<file path="src/rtl/silencer_settings_loader.sv">
// Loads silencer settings from the controller register BRAM on a request edge,
// validates them and publishes the result with a one-cycle UPDATE strobe.
package settings;
    typedef struct packed {
        logic       UPDATE;
        logic [7:0] FLAG;
        logic [7:0] UPDATE_RATE_INTENSITY;
        logic [7:0] UPDATE_RATE_PHASE;
        logic [7:0] COMPLETION_STEPS_INTENSITY;
        logic [7:0] COMPLETION_STEPS_PHASE;
    } silencer_settings_t;
endpackage

module silencer_settings_loader #(
    parameter logic [7:0] BASE_ADDR     = 8'h60,
    parameter logic [7:0] DEFAULT_RATE  = 8'd1,
    parameter logic [7:0] DEFAULT_STEPS = 8'd10
) (
    input  logic                         CLK,
    input  logic                         RST_N,
    input  logic                         REQ,
    output logic                         BRAM_EN,
    output logic [7:0]                   BRAM_ADDR,
    input  logic [15:0]                  BRAM_DOUT,
    output settings::silencer_settings_t SILENCER_SETTINGS,
    output logic                         BUSY,
    output logic                         ERR
);
    localparam int unsigned BYTE_W       = 8;
    localparam int unsigned CNT_W        = 3;
    localparam int unsigned NUM_REGS     = 5;
    localparam int unsigned DRAIN_CYCLES = 2;

    typedef enum logic [2:0] {
        IDLE,
        ISSUE,
        DRAIN,
        CHECK,
        COMMIT
    } state_t;

    state_t                       state_q, state_d;
    logic [CNT_W-1:0]             cnt_q, cnt_d;
    logic                         pend_q, pend_d;
    logic                         busy_q, busy_d;
    logic                         err_q, err_d;
    logic                         en_q, en_d;
    logic [BYTE_W-1:0]            addr_q, addr_d;
    settings::silencer_settings_t set_q, set_d;
    settings::silencer_settings_t set_rst;

    logic                         req_q;
    logic                         req_rise;
    logic [1:0]                   vld_q;
    logic [CNT_W-1:0]             cap_idx_q;
    logic [BYTE_W-1:0]            shadow_q [NUM_REGS];
    logic                         cfg_ok;
    logic                         unused_dout_hi;

    assign unused_dout_hi = ^BRAM_DOUT[15:8];
    assign req_rise       = REQ & ~req_q;
    assign cfg_ok         = (shadow_q[1] != '0) && (shadow_q[2] != '0) &&
                            (shadow_q[3] != '0) && (shadow_q[4] != '0);

    always_comb begin
        set_rst                            = '0;
        set_rst.UPDATE_RATE_INTENSITY      = DEFAULT_RATE;
        set_rst.UPDATE_RATE_PHASE          = DEFAULT_RATE;
        set_rst.COMPLETION_STEPS_INTENSITY = DEFAULT_STEPS;
        set_rst.COMPLETION_STEPS_PHASE     = DEFAULT_STEPS;
    end

    // Next-state and registered-output logic
    always_comb begin
        state_d    = state_q;
        cnt_d      = cnt_q;
        pend_d     = pend_q;
        busy_d     = busy_q;
        err_d      = err_q;
        en_d       = 1'b0;
        addr_d     = BASE_ADDR;
        set_d      = set_q;
        set_d.UPDATE = 1'b0;

        if (req_rise && busy_q) begin
            pend_d = 1'b1;
        end

        case (state_q)
            IDLE: begin
                if (req_rise || pend_q) begin
                    state_d = ISSUE;
                    err_d   = 1'b0;
                    pend_d  = 1'b0;
                    busy_d  = 1'b1;
                    cnt_d   = '0;
                    en_d    = 1'b1;
                    addr_d  = BASE_ADDR;
                end
            end
            ISSUE: begin
                if (cnt_q == CNT_W'(NUM_REGS - 1)) begin
                    state_d = DRAIN;
                    cnt_d   = '0;
                end else begin
                    cnt_d  = cnt_q + CNT_W'(1);
                    en_d   = 1'b1;
                    addr_d = addr_q + BYTE_W'(1);
                end
            end
            DRAIN: begin
                if (cnt_q == CNT_W'(DRAIN_CYCLES - 1)) begin
                    state_d = CHECK;
                    cnt_d   = '0;
                end else begin
                    cnt_d = cnt_q + CNT_W'(1);
                end
            end
            CHECK: begin
                // Results land at the CHECK->COMMIT edge so they are visible during COMMIT
                state_d = COMMIT;
                if (cfg_ok) begin
                    set_d.UPDATE                     = 1'b1;
                    set_d.FLAG                       = shadow_q[0];
                    set_d.UPDATE_RATE_INTENSITY      = shadow_q[1];
                    set_d.UPDATE_RATE_PHASE          = shadow_q[2];
                    set_d.COMPLETION_STEPS_INTENSITY = shadow_q[3];
                    set_d.COMPLETION_STEPS_PHASE     = shadow_q[4];
                end
            end
            COMMIT: begin
                state_d = IDLE;
                busy_d  = 1'b0;
                if (!set_q.UPDATE) begin
                    err_d = 1'b1;
                end
            end
            default: begin
                state_d = IDLE;
            end
        endcase
    end

    // State and output registers
    always_ff @(posedge CLK or negedge RST_N) begin
        if (!RST_N) begin
            state_q <= IDLE;
            cnt_q   <= '0;
            pend_q  <= 1'b0;
            busy_q  <= 1'b0;
            err_q   <= 1'b0;
            en_q    <= 1'b0;
            addr_q  <= BASE_ADDR;
            set_q   <= set_rst;
            req_q   <= 1'b0;
        end else begin
            state_q <= state_d;
            cnt_q   <= cnt_d;
            pend_q  <= pend_d;
            busy_q  <= busy_d;
            err_q   <= err_d;
            en_q    <= en_d;
            addr_q  <= addr_d;
            set_q   <= set_d;
            req_q   <= REQ;
        end
    end

    // Read-return tracking: data is valid two cycles after each enabled address
    always_ff @(posedge CLK or negedge RST_N) begin
        if (!RST_N) begin
            vld_q     <= '0;
            cap_idx_q <= '0;
            for (int i = 0; i < NUM_REGS; i++) begin
                shadow_q[i] <= '0;
            end
        end else begin
            vld_q <= {vld_q[0], en_q};
            if (state_q == IDLE) begin
                cap_idx_q <= '0;
            end else if (vld_q[1] && (cap_idx_q < CNT_W'(NUM_REGS))) begin
                shadow_q[cap_idx_q] <= BRAM_DOUT[BYTE_W-1:0];
                cap_idx_q           <= cap_idx_q + CNT_W'(1);
            end
        end
    end

    assign BRAM_EN           = en_q;
    assign BRAM_ADDR         = addr_q;
    assign SILENCER_SETTINGS = set_q;
    assign BUSY              = busy_q;
    assign ERR               = err_q;

endmodule

</file>
<file path="config.mk">
export PLATFORM = sky130hd
export DESIGN_NAME = silencer_settings_loader
export DESIGN_NICKNAME = d
export VERILOG_FILES = /design/src/rtl/silencer_settings_loader.sv
export SDC_FILE = /design/constraint.sdc
export NUM_CORES = 1
export LEC_CHECK = 0
export CAP_MARGIN = 10
export CORE_ASPECT_RATIO = 1.4
export CORE_MARGIN = 1
export CORE_UTILIZATION = 60
export CTS_BUF_LIST = sky130_fd_sc_hd__clkbuf_8
export DETAILED_ROUTE_END_ITERATION = 6
export HOLD_SLACK_MARGIN = 0.08
export PLACE_DENSITY = 0.88
export SYNTH_ARGS = -nofsm -noshare
export SYNTH_HDL_FRONTEND = slang
export SYNTH_SLANG_ARGS = --single-unit
</file>
<file path="constraint.sdc">
create_clock -name CLK -period 3.8 [get_ports CLK]
set_input_delay 0.76 -clock CLK [delete_from_list [all_inputs] [get_ports CLK]]
set_output_delay 0.76 -clock CLK [all_outputs]
set_load 0.05 [all_outputs]
</file>
==> impl_metrics.csv <==
group,metric,value,unit
clock_tree,cts_root_buffer,"clkbuf_8",
synth,share_of_synthesized_registers_carrying_an_async_set_or_reset,1.00,
synth,syn-num-nets,319,
worst_setup_path,crit_type,"flip-flop to flip-flop",
timing,period_minus_slack,2.55,ns
worst_setup_path,r2r_start,"state_q[0]",
clock_tree,cts.hold.buffers_added,0,
die,die_x,74.9,um
power,fin_total_pwr,5.05,mW
clock_tree,ctsHtreeMaxLevel,3,
global_route,globalRouteTotalUtil,0.235,
timing,fin_skew,0.00839,ns
global_route,largest_net_degree_at_the_start_of_global_routing,58,
die,die_h,104,um
place,dp_cells,444,
synth,ys_seq_area_frac,0.592,
timing,setup_total_negative_slack,0,ns
clock_tree,cts.reportedPaths.clkPinSlew,0.09,ns
worst_setup_path,critical_path.top_delay_family,"simple AND/OR/NAND/NOR gates",
timing,final-setup-viol-count,0,
worst_setup_path,crit_path_cell_trace,"and3b_1 > o21ai_1 > nand4b_4 > mux2_4",
place,placement.setup.worst_slack,1.28,ns
global_route,vias_in_the_first_global_route,2690,
cells_and_area,drive_gt1_frac,0.312,
die,core-area,0.00707,mm2
timing,timing.final.max_slew_violations,0,
place,placed_area,0.00512,mm2
place,port_buf_inserts,62,
worst_setup_path,timing.rr.end,"SILENCER_SETTINGS[13]",
die,die_area,0.00778,mm2
worst_setup_path,setup.worst_path.end_class,"flip-flop",
cells_and_area,post-route-util,0.758,
cells_and_area,finalInstanceArea,0.00536,mm2
global_route,grt-ovfl-total,0,
drt,via_count,2593,
power,cellPowerDensity,942,mW/mm2
place,place_hpwl,5720,um
global_route,grt_antenna_before_repair,0,
timing,grt_setup_unrepaired,"false",
worst_setup_path,worstSetupStartpointType,"flip-flop",
worst_setup_path,crit_path_max_fanout,41,
min_path,worst_hold_path_type,"flip-flop to flip-flop",
die,pin_count,71,
drt,finalWirelength,8380,um
power,worst_ir_drop_vdd,0.000543,V
worst_setup_path,timing.reg2reg.worst_path_depth,4,
timing,slew-limit-headroom,0.320,
timing,clock.fmax,393,MHz
worst_setup_path,worst-endpoint-arrival,2.79,ns
cells_and_area,final_cells,460,
drt,first_pass_iters,4,
synth,post_synth_instance_area,0.00446,mm2
worst_setup_path,rrSetupSlack,1.25,ns
cells_and_area,syn_to_final_growth,20.2,%
synth,synthCells,294,
clock_tree,cts_num_sinks,105,
clock_tree,clock_tree_from_tritoncts,"built",
timing,timing.hold.ws,0.363,ns
synth,syn_area_per_cell,15.2,um2
die,floorplan.initialDensity,0.630,
worst_setup_path,cp_slowest_stage_delay,0.87,ns
run,timing.max_cap.violations,0,
global_route,first_pass_grt_wire_length,13400,um
clock_tree,postCtsResizedCells,0,
clock_tree,ctsLongestPathBuffers,2,
timing,fin_crit_sh,0.670,
clock_tree,tritoncts.num_buffers,9,
min_path,hold_start,"vld_q[0]",
timing,worst_slew_pin_tran,1.02,ns
worst_setup_path,worst-endpoint-required,4.04,ns
synth,ys_seq_elements,105,
clock_tree,cts_setup_buffers,0,
drt,detail_route.iter0.violations,168,
status,run_status,"finished, final reports clean",
min_path,hold-path-endpoint,"vld_q[1]",
die,site_row_count,36,
place,globalplace.congestion,0.865,
synth,synth_edf_count,0,
worst_setup_path,critical_path.slowest_cell,"nand4b_4",
cells_and_area,diodes,0,
clock_tree,worst_skew_pair.late_latency,0.36,ns
timing,setup_slack,1.25,ns
timing,final_hold_viol_count,0,
synth,synthFlopType,"dfrtp_1",
synth,synth.lib_cells_used.distinct,46,
drt,remaining_routing_drc_violations,0,
drt,drt-wirelength-per-cell,18.2,um
min_path,worstHoldPathCells,0,
worst_setup_path,crit_buf_inv,0,
power,leakage,2.44,nW
drt,via_per_inst,5.64,
drt,ant_nets,0,
synth,yosys_warning_count,0,
cells_and_area,final_nets,385,
-- layer usage --
layer	wire, um	global-route usage	share of wire
met1	3470	0.293	0.41
met2	4340	0.376	0.52
met3	288	0.0465	0.034
met4	274	0.125	0.033
met5	0	0	0
-- placed cells by master, fill, tap and decap left out, types with 4 or more instances in the layout --
cell / Yosys / final
dfrtp_1: 97 / 97
mux2_2: 41 / 41
o21ai_0: 6 / 6
ha_1: 6 / 6
clkbuf_8: 0 / 10
inv_1: 4 / 4
nor2b_1: 4 / 4
nor4_1: 6 / 6
nor2_1: 15 / 15
nor3_1: 5 / 5
dfstp_2: 8 / 8
clkdlybuf4s50_1: 0 / 61
mux2_4: 39 / 39
nand2_1: 11 / 11
-- cell type report --
class                           instances  area, um2
Sequential cell                       105       2640
Fill cell                             437       1710
Multi-Input combinational cell        177       1710
Timing Repair Buffer                   63        638
Clock buffer                           10        138
Tap cell                               95        119
Clock inverter                          6        105
Inverter                                4       15.0
-- worst reg2reg max path: stages (launching register included) --
cell and delay [ns]:
dfrtp_1 0.57, and3b_1 0.26, o21ai_1 0.11, nand4b_4 0.87, mux2_4 0.62
-- state kept, by name, indices dropped and copies added, names as in the netlist --
signal,count
ERR,1
BRAM_ADDR,8
req_q,1
SILENCER_SETTINGS,41
state_q,3
vld_q,2
BUSY,1
pend_q,1
BRAM_EN,1
cap_idx_q,3
cnt_q,3
shadow_q,40
-- where the power goes --
group	switching [mW]	internal [mW]
Combinational	1.24	1.00
Clock	0.364	0.452
Sequential	0.384	1.61
-- Yosys cell counts, types with 2 or more instances --
| cell | instances | area (um2) |
|---|---|---|
| nor4_1 | 6 | 37.5 |
| nor3_1 | 5 | 25.0 |
| nor2b_1 | 4 | 25.0 |
| o21ai_0 | 6 | 30.0 |
| inv_1 | 4 | 15.0 |
| dfrtp_1 | 97 | 2430 |
| dfstp_2 | 8 | 210 |
| a32oi_1 | 2 | 17.5 |
| buf_12 | 4 | 80.1 |
| nand3_2 | 2 | 20.0 |
| mux2_2 | 41 | 462 |
| ha_1 | 6 | 75.1 |
| nand2_1 | 11 | 41.3 |
| clkbuf_1 | 2 | 7.51 |
| mux2_4 | 39 | 586 |
| or4_1 | 2 | 15.0 |
| a21oi_1 | 3 | 15.0 |
| or3_1 | 2 | 12.5 |
| and2_1 | 2 | 12.5 |
| nor2_1 | 15 | 56.3 |
| nand2b_1 | 3 | 18.8 |
| nand3_1 | 3 | 15.0 |
| xor2_1 | 2 | 17.5 |
| xnor2_1 | 3 | 26.3 |
-- worst max path at each step --
| stage | start | to | depth (start not counted) |
|---|---|---|---|
| 2_1_floorplan | shadow_q[5] | SILENCER_SETTINGS[10] | 5 |
| 3_3_place_gp | state_q[2] | SILENCER_SETTINGS[35] | 4 |
| 3_5_place_dp | state_q[1] | SILENCER_SETTINGS[13] | 4 |
| 4_1_cts | state_q[1] | SILENCER_SETTINGS[13] | 4 |
| 5_1_grt | state_q[1] | SILENCER_SETTINGS[19] | 4 |
| 6_report | state_q[0] | SILENCER_SETTINGS[13] | 4 |
-- kinds of logic (layout without fill, tap and decap cells) --
logic type / count (synthesis) / count (layout) / synth area share
AO/OA/AOI/OAI: 22 / 22 / 0.0334
XOR/XNOR: 5 / 5 / 0.00982
adder cells (fa/ha/maj): 6 / 6 / 0.0168
buffers and inverters: 12 / 83 / 0.0253
flip-flops: 105 / 105 / 0.592
multiplexers: 80 / 80 / 0.235
AND/OR/NAND/NOR: 64 / 64 / 0.0881
(Power assumes the default switching activity.)
